$ cat config.mk
export PLATFORM = sky130hd
export DESIGN_NAME = box_overlay_pipe
export DESIGN_NICKNAME = d
export VERILOG_FILES = /design/src/rtl/box_overlay_pkg.sv /design/src/rtl/box_hit_test.sv /design/src/rtl/box_overlay_pipe.sv
export SDC_FILE = /design/constraint.sdc
export NUM_CORES = 1
export LEC_CHECK = 0
export ABC_AREA = 0
export CELL_PAD_IN_SITES_DETAIL_PLACEMENT = 0
export CELL_PAD_IN_SITES_GLOBAL_PLACEMENT = 1
export CORE_MARGIN = 4
export CORE_UTILIZATION = 50
export DETAILED_ROUTE_END_ITERATION = 6
export PLACE_DENSITY_LB_ADDON = 0.05
export SLEW_MARGIN = 20
export SYNTH_ARGS = -nofsm -noshare
export SYNTH_HDL_FRONTEND = slang
export SYNTH_SLANG_ARGS = --single-unit
export TNS_END_PERCENT = 100
$ cat constraint.sdc
create_clock -name clk -period 3.3 [get_ports clk]
set_clock_uncertainty 0.1 [all_clocks]
set_input_delay 0.33 -clock clk [delete_from_list [all_inputs] [get_ports clk]]
set_output_delay 0.33 -clock clk [all_outputs]
set_load 0.01 [all_outputs]
$ cat src/rtl/box_overlay_pkg.sv
// rtl/box_overlay_pkg.sv - box entry type, border hit test and pipeline constants
// Optional field blend exists only with BOX_OVERLAY_PIPE_BLEND_EN defined.
package box_overlay_pkg;

  localparam int BX_W     = 11;
  localparam int BY_W     = 10;
  localparam int PIPE_LAT = 2;

  typedef struct packed {
    logic            en;
    logic [BX_W-1:0] sx;
    logic [BY_W-1:0] sy;
    logic [BX_W-1:0] ex;
    logic [BY_W-1:0] ey;
    logic [23:0]     color;
`ifdef BOX_OVERLAY_PIPE_BLEND_EN
    logic            blend;
`endif
  } box_t;

  // One extra bit on every operand so edge + width never wraps at the screen edge.
  function automatic logic border_hit(input box_t b, input logic [BX_W-1:0] x,
                                      input logic [BY_W-1:0] y,
                                      input logic [BX_W:0] hbw, input logic [BY_W:0] vbw);
    logic [BX_W:0] w_x, w_sx, w_ex;
    logic [BY_W:0] w_y, w_sy, w_ey;
    logic          w_valid, w_inside;
    w_x      = {1'b0, x};
    w_sx     = {1'b0, b.sx};
    w_ex     = {1'b0, b.ex};
    w_y      = {1'b0, y};
    w_sy     = {1'b0, b.sy};
    w_ey     = {1'b0, b.ey};
    w_valid  = b.en && (w_sx <= w_ex) && (w_sy <= w_ey);
    w_inside = (w_sx <= w_x) && (w_x <= w_ex) && (w_sy <= w_y) && (w_y <= w_ey);
    return w_valid && w_inside &&
           ((w_x < w_sx + hbw) || (w_x + hbw > w_ex) ||
            (w_y < w_sy + vbw) || (w_y + vbw > w_ey));
  endfunction

endpackage

$ cat src/rtl/box_hit_test.sv
// rtl/box_hit_test.sv - combinational border test for a single box entry
module box_hit_test
  import box_overlay_pkg::*;
#(
  parameter int H_BOX_WIDTH = 2,
  parameter int V_BOX_WIDTH = 2
) (
  input  box_t            i_box,
  input  logic [BX_W-1:0] i_x,
  input  logic [BY_W-1:0] i_y,
  output logic            o_hit
);

  localparam logic [BX_W:0] HBW = (BX_W+1)'(H_BOX_WIDTH);
  localparam logic [BY_W:0] VBW = (BY_W+1)'(V_BOX_WIDTH);

  assign o_hit = border_hit(i_box, i_x, i_y, HBW, VBW);

endmodule

$ cat src/rtl/box_overlay_pipe.sv
// rtl/box_overlay_pipe.sv - two-stage box overlay with frame-atomic box table
// BOX_OVERLAY_PIPE_BLEND_EN adds cfg_blend and per-box 50% colour blending.
module box_overlay_pipe
  import box_overlay_pkg::*;
#(
  parameter int N_BOX       = 4,
  parameter int H_ACT       = 1280,
  parameter int V_ACT       = 720,
  parameter int H_BOX_WIDTH = 2,
  parameter int V_BOX_WIDTH = 2,
  parameter int IDX_W       = (N_BOX > 1) ? $clog2(N_BOX) : 1,
  parameter int X_W         = $clog2(H_ACT),
  parameter int Y_W         = $clog2(V_ACT)
) (
  input  logic             clk,
  input  logic             rstn,
  input  logic             cfg_we,
  input  logic [IDX_W-1:0] cfg_idx,
  input  logic             cfg_en,
  input  logic [X_W-1:0]   cfg_sx,
  input  logic [X_W-1:0]   cfg_ex,
  input  logic [Y_W-1:0]   cfg_sy,
  input  logic [Y_W-1:0]   cfg_ey,
  input  logic [23:0]      cfg_color,
`ifdef BOX_OVERLAY_PIPE_BLEND_EN
  input  logic             cfg_blend,
`endif
  input  logic             cfg_commit,
  output logic             commit_pending,
  input  logic             i_vsync,
  input  logic             i_hsync,
  input  logic             i_de,
  input  logic [7:0]       i_r,
  input  logic [7:0]       i_g,
  input  logic [7:0]       i_b,
  output logic             o_vsync,
  output logic             o_hsync,
  output logic             o_de,
  output logic [7:0]       o_r,
  output logic [7:0]       o_g,
  output logic [7:0]       o_b
);

  localparam logic [X_W-1:0] X_MAX = X_W'(H_ACT - 1);
  localparam logic [Y_W-1:0] Y_MAX = Y_W'(V_ACT - 1);

  logic             r_vs_d, r_de_d, r_pend;
  logic [X_W-1:0]   r_x;
  logic [Y_W-1:0]   r_y;
  box_t             r_shadow [N_BOX];
  box_t             r_active [N_BOX];
  logic [N_BOX-1:0] r_hit1;
  logic [23:0]      r_pix1, r_out;
  logic [2:0]       r_tim [PIPE_LAT];

  logic             w_fs, w_any;
  box_t             w_wr, w_win;
  logic [N_BOX-1:0] w_hit;
  logic [IDX_W-1:0] w_sel;
  logic [23:0]      w_out;

  assign w_fs = i_vsync & ~r_vs_d;

  always_ff @(posedge clk or negedge rstn) begin
    if (!rstn) begin
      r_vs_d <= 1'b0;
      r_de_d <= 1'b0;
      r_x    <= '0;
      r_y    <= '0;
    end else begin
      r_vs_d <= i_vsync;
      r_de_d <= i_de;
      if (w_fs) begin
        r_x <= '0;
        r_y <= '0;
      end else begin
        if (!i_de)
          r_x <= '0;
        else if (r_x != X_MAX)
          r_x <= r_x + 1'b1;
        if (r_de_d && !i_de && r_y != Y_MAX)
          r_y <= r_y + 1'b1;
      end
    end
  end

  always_comb begin
    w_wr       = '0;
    w_wr.en    = cfg_en;
    w_wr.sx    = BX_W'(cfg_sx);
    w_wr.ex    = BX_W'(cfg_ex);
    w_wr.sy    = BY_W'(cfg_sy);
    w_wr.ey    = BY_W'(cfg_ey);
    w_wr.color = cfg_color;
`ifdef BOX_OVERLAY_PIPE_BLEND_EN
    w_wr.blend = cfg_blend;
`endif
  end

  // Non-blocking copy means a write landing on the FS cycle stays in the shadow only.
  always_ff @(posedge clk or negedge rstn) begin
    if (!rstn) begin
      r_shadow <= '{default: '0};
      r_active <= '{default: '0};
      r_pend   <= 1'b0;
    end else begin
      if (cfg_we && (int'(cfg_idx) < N_BOX))
        r_shadow[cfg_idx] <= w_wr;
      if (w_fs && (r_pend || cfg_commit)) begin
        r_active <= r_shadow;
        r_pend   <= 1'b0;
      end else if (cfg_commit) begin
        r_pend <= 1'b1;
      end
    end
  end

  assign commit_pending = r_pend;

  for (genvar g = 0; g < N_BOX; g++) begin : g_hit
    box_hit_test #(.H_BOX_WIDTH(H_BOX_WIDTH), .V_BOX_WIDTH(V_BOX_WIDTH)) u_hit (
      .i_box (r_active[g]),
      .i_x   (BX_W'(r_x)),
      .i_y   (BY_W'(r_y)),
      .o_hit (w_hit[g])
    );
  end

  always_ff @(posedge clk or negedge rstn) begin
    if (!rstn) begin
      r_hit1 <= '0;
      r_pix1 <= '0;
      r_out  <= '0;
      r_tim  <= '{default: '0};
    end else begin
      r_hit1   <= i_de ? w_hit : '0;
      r_pix1   <= {i_r, i_g, i_b};
      r_out    <= w_out;
      r_tim[0] <= {i_vsync, i_hsync, i_de};
      for (int k = 1; k < PIPE_LAT; k++)
        r_tim[k] <= r_tim[k-1];
    end
  end

`ifdef BOX_OVERLAY_PIPE_BLEND_EN
  function automatic logic [7:0] avg8(input logic [7:0] a, input logic [7:0] b);
    logic [8:0] s;
    s = {1'b0, a} + {1'b0, b};
    return s[8:1];
  endfunction
`endif

  always_comb begin
    w_any = 1'b0;
    w_sel = '0;
    for (int i = 0; i < N_BOX; i++) begin
      if (r_hit1[i]) begin
        w_any = 1'b1;
        w_sel = IDX_W'(i);
      end
    end
    w_win = r_active[w_sel];
    w_out = r_pix1;
    if (w_any) begin
`ifdef BOX_OVERLAY_PIPE_BLEND_EN
      if (w_win.blend)
        w_out = {avg8(r_pix1[23:16], w_win.color[23:16]),
                 avg8(r_pix1[15:8],  w_win.color[15:8]),
                 avg8(r_pix1[7:0],   w_win.color[7:0])};
      else
        w_out = w_win.color;
`else
      w_out = w_win.color;
`endif
    end
  end

  assign {o_vsync, o_hsync, o_de} = r_tim[PIPE_LAT-1];
  assign {o_r, o_g, o_b}          = r_out;

endmodule

==> results.ini <==
[timing]
worst_pin_slew_ns = 0.833
finalSetupViolations = 0
hold_viol_final = 0
fmax_mhz = 311
slew_headroom = 0.437
fin_setup_tns_ns = 0
rsz0062_at_grt = no
fin_crit_sh = 0.975
report.final.slew_viol_count = 0
final.min_clock_period_ns = 3.22

[min_path]
holdPathStages = 1
hp-class = input pin to flip-flop

[clocking]
cts_buffers = 68
cts_buffer_depth = 3
clockRootBuffer = clkbuf_16
cts_max_level = 3
cts.sinks = 616
worst_skew_pair.late_latency_ns = 0.64
path_clk_slew_ns = 0.06
cts_tree = yes

[drt]
dr.pass1.iters = 5
viasPerCell = 5.93
ant_nets = 0
drt_wl_total_um = 98100
routed-via-count = 24000
drt_iter0_markers = 1687
avgRoutedWirePerCell_um = 24.3
remaining_drc_errors = 0

[die]
start_util = 0.506
row_count = 94
ios = 128
die_area_um2 = 70900
die_w_um = 266
core_um2 = 66000
die_h_um = 266

[setup_path]
cp_data_arrival_time_ns = 3.65
r2r_slack_ns = 0.08
path_class = flip-flop to flip-flop
crit_path_start = r_active[56]
crit_path_max_fanout = 7
end_kind = flip-flop
required_ns = 3.73
cp-endpoint = r_hit1[3]
r2r-start = r_active[56]
r2r-end = r_hit1[3]
worstSetupStartpointType = flip-flop
r2r_cells = 10

[power_and_ir_drop]
powerDensity_nw_per_um2 = 663
leakage_nw = 17.4
ir_drop_mv = 0.476
p_total_mw = 25.7

[cells_and_area]
fillers = 5376
nets = 3652
drive_gt1_frac = 0.222
antenna_cells = 0
areaGrowthSynthToFinish_pct = 16.2

[placement]
gp_congestion = 0.948
dpl.hpwl_um = 72500
io_buffers = 127

[yosys]
synth.avg_cell_area_um2 = 11.6
synth_seq_cells = 616
yosysWarnings = 0
synth.distinct_cells = 60
async_flop_share = 1.00
synth_flop_cell = dfrtp_1
ys_seq_area_frac = 0.462
netlist_instances = 2882
netlist_area_um2 = 33400
syn_nets = 3406
synth-edff-count = 0

[grt]
grt_max_degree = 91
grt_pass1_vias = 25100
antenna_found_initial = 4
grtUsageTotal = 0.280
grt-ovfl-total = 0
grt_pass1_wl_um = 152000

[run_status]
status = complete, no violations

[job]
max_cap_violations = 0

## cell type report
type	count	area (um^2)	share of cell area
repair buffers	264	2490	0.0643
clock buffers	94	1890	0.0487
inverters	127	477	0.0123
multi-input cells	2051	17100	0.442
well taps	864	1080	0.0279
flip-flops and latches	616	15400	0.398
clock inverters	27	277	0.00713
## worst max-delay path: stages (launching register included)
cell,delay [ns]
dfrtp_1,0.51
ha_1,0.29
nand2_1,0.07
nor2_1,0.32
xnor2_1,0.17
ha_1,0.27
a2111oi_0,0.50
nand2_1,0.14
a221oi_1,0.45
nor4_1,0.14
nor4_1,0.18
## layer usage
layer	vias up	GRT usage	wire [um]
met5	-	0	61
met4	8	0.0835	2860
met3	171	0.0406	5130
met2	595	0.446	44700
met1	12200	0.403	45300
li1	11000	-	-
## synthesized netlist by cell type, drive strengths merged (11+ instances only)
cell type | instances | area, um^2
dfrtp | 616 | 15400
mux2 | 452 | 5090
ha | 424 | 5310
nand2 | 174 | 653
o21ai | 174 | 871
a21oi | 147 | 736
nor2 | 136 | 510
inv | 127 | 477
nand3 | 73 | 365
nand4 | 67 | 419
buf | 52 | 236
xor2 | 46 | 403
xnor2 | 39 | 342
clkbuf | 36 | 135
a211oi | 34 | 255
a21o | 32 | 240
nor3 | 28 | 150
o211ai | 21 | 158
and3 | 17 | 106
nor2b | 16 | 100
o21a | 16 | 120
mux2i | 15 | 150
nand3b | 12 | 90.1
a22oi | 11 | 82.6
## sequential cells by signal, indices dropped and copies added (netlist names)
register and flops:
o_vsync 1, r_hit1 4, o_hsync 1, r_y 10, r_active 268, r_pix1 24, r_tim 3, commit_pending 1
r_x 11, r_shadow 268, r_out 24, o_de 1
## placed cells by master, fill, tap and decap left out, types with 13 or more instances in the layout
master,synthesis,final
nand2_1,174,174
clkinv_2,0,13
o211ai_1,21,21
a21o_1,32,32
buf_12,0,14
mux2i_1,15,15
clkdlybuf4s50_1,0,126
o21ai_0,174,174
a211oi_1,34,34
nor2_1,136,136
ha_1,424,424
mux2_2,452,452
clkbuf_1,36,17
a21oi_1,147,147
clkbuf_16,0,68
nand4_1,67,67
and3_1,17,17
nand3_1,73,72
nor2b_1,16,15
dfrtp_1,616,615
xnor2_1,39,38
buf_4,0,118
o21a_1,16,16
inv_1,126,126
nor3_1,26,26
xor2_1,46,46
## worst min path at each step
stage / slack (ns) / to / from
floorplan: -0.07 / commit_pending / rstn
global placement: 0.23 / o_hsync / r_tim[4]
detailed placement: 0.24 / o_hsync / r_tim[4]
CTS: 0.004 / r_pix1[6] / i_b[6]
global route: 0.02 / r_pix1[4] / i_b[4]
finish: 0.04 / r_pix1[18] / i_r[2]
## power by group
group | leakage, nW | switching [mW] | internal (mW) | total (mW)
Clock | 1.06 | 3.20 | 4.22 | 7.42
Combinational | 8.93 | 4.10 | 3.56 | 7.66
Sequential | 7.40 | 1.42 | 9.22 | 10.6
## timing repair
item	in CTS	in global routing
hold endpoints to repair	72	0
endpoints found under the setup margin	0	3
hold buffers	5	0
buffers inserted	0	0
resized for setup	0	2
## through the flow
stage / worst slack [ns] / utilization / hold WS, ns / instances / instance area, um^2
after floorplan: 0.420 / - / -0.0656 / 2882 / 33400
after global placement: 0.130 / 0.554 / 0.233 / 3917 / 36500
after detailed placement: 0.0221 / 0.554 / 0.236 / 3917 / 36500
after CTS: 0.0420 / 0.587 / 0.00351 / 4043 / 38800
after global routing: 0.00454 / 0.588 / 0.0200 / 4043 / 38800
final: 0.0837 / 0.588 / 0.0350 / 4043 / 38800
## logic make-up after synthesis
kind of cell,Yosys count,share of synthesized area
flops,616,0.462
simple gates,564,0.0808
compound gates,511,0.0932
mux,467,0.157
fa+ha+maj,424,0.159
buf+inv,215,0.0254
xor+xnor,85,0.0223
(Power assumes the default switching activity.)
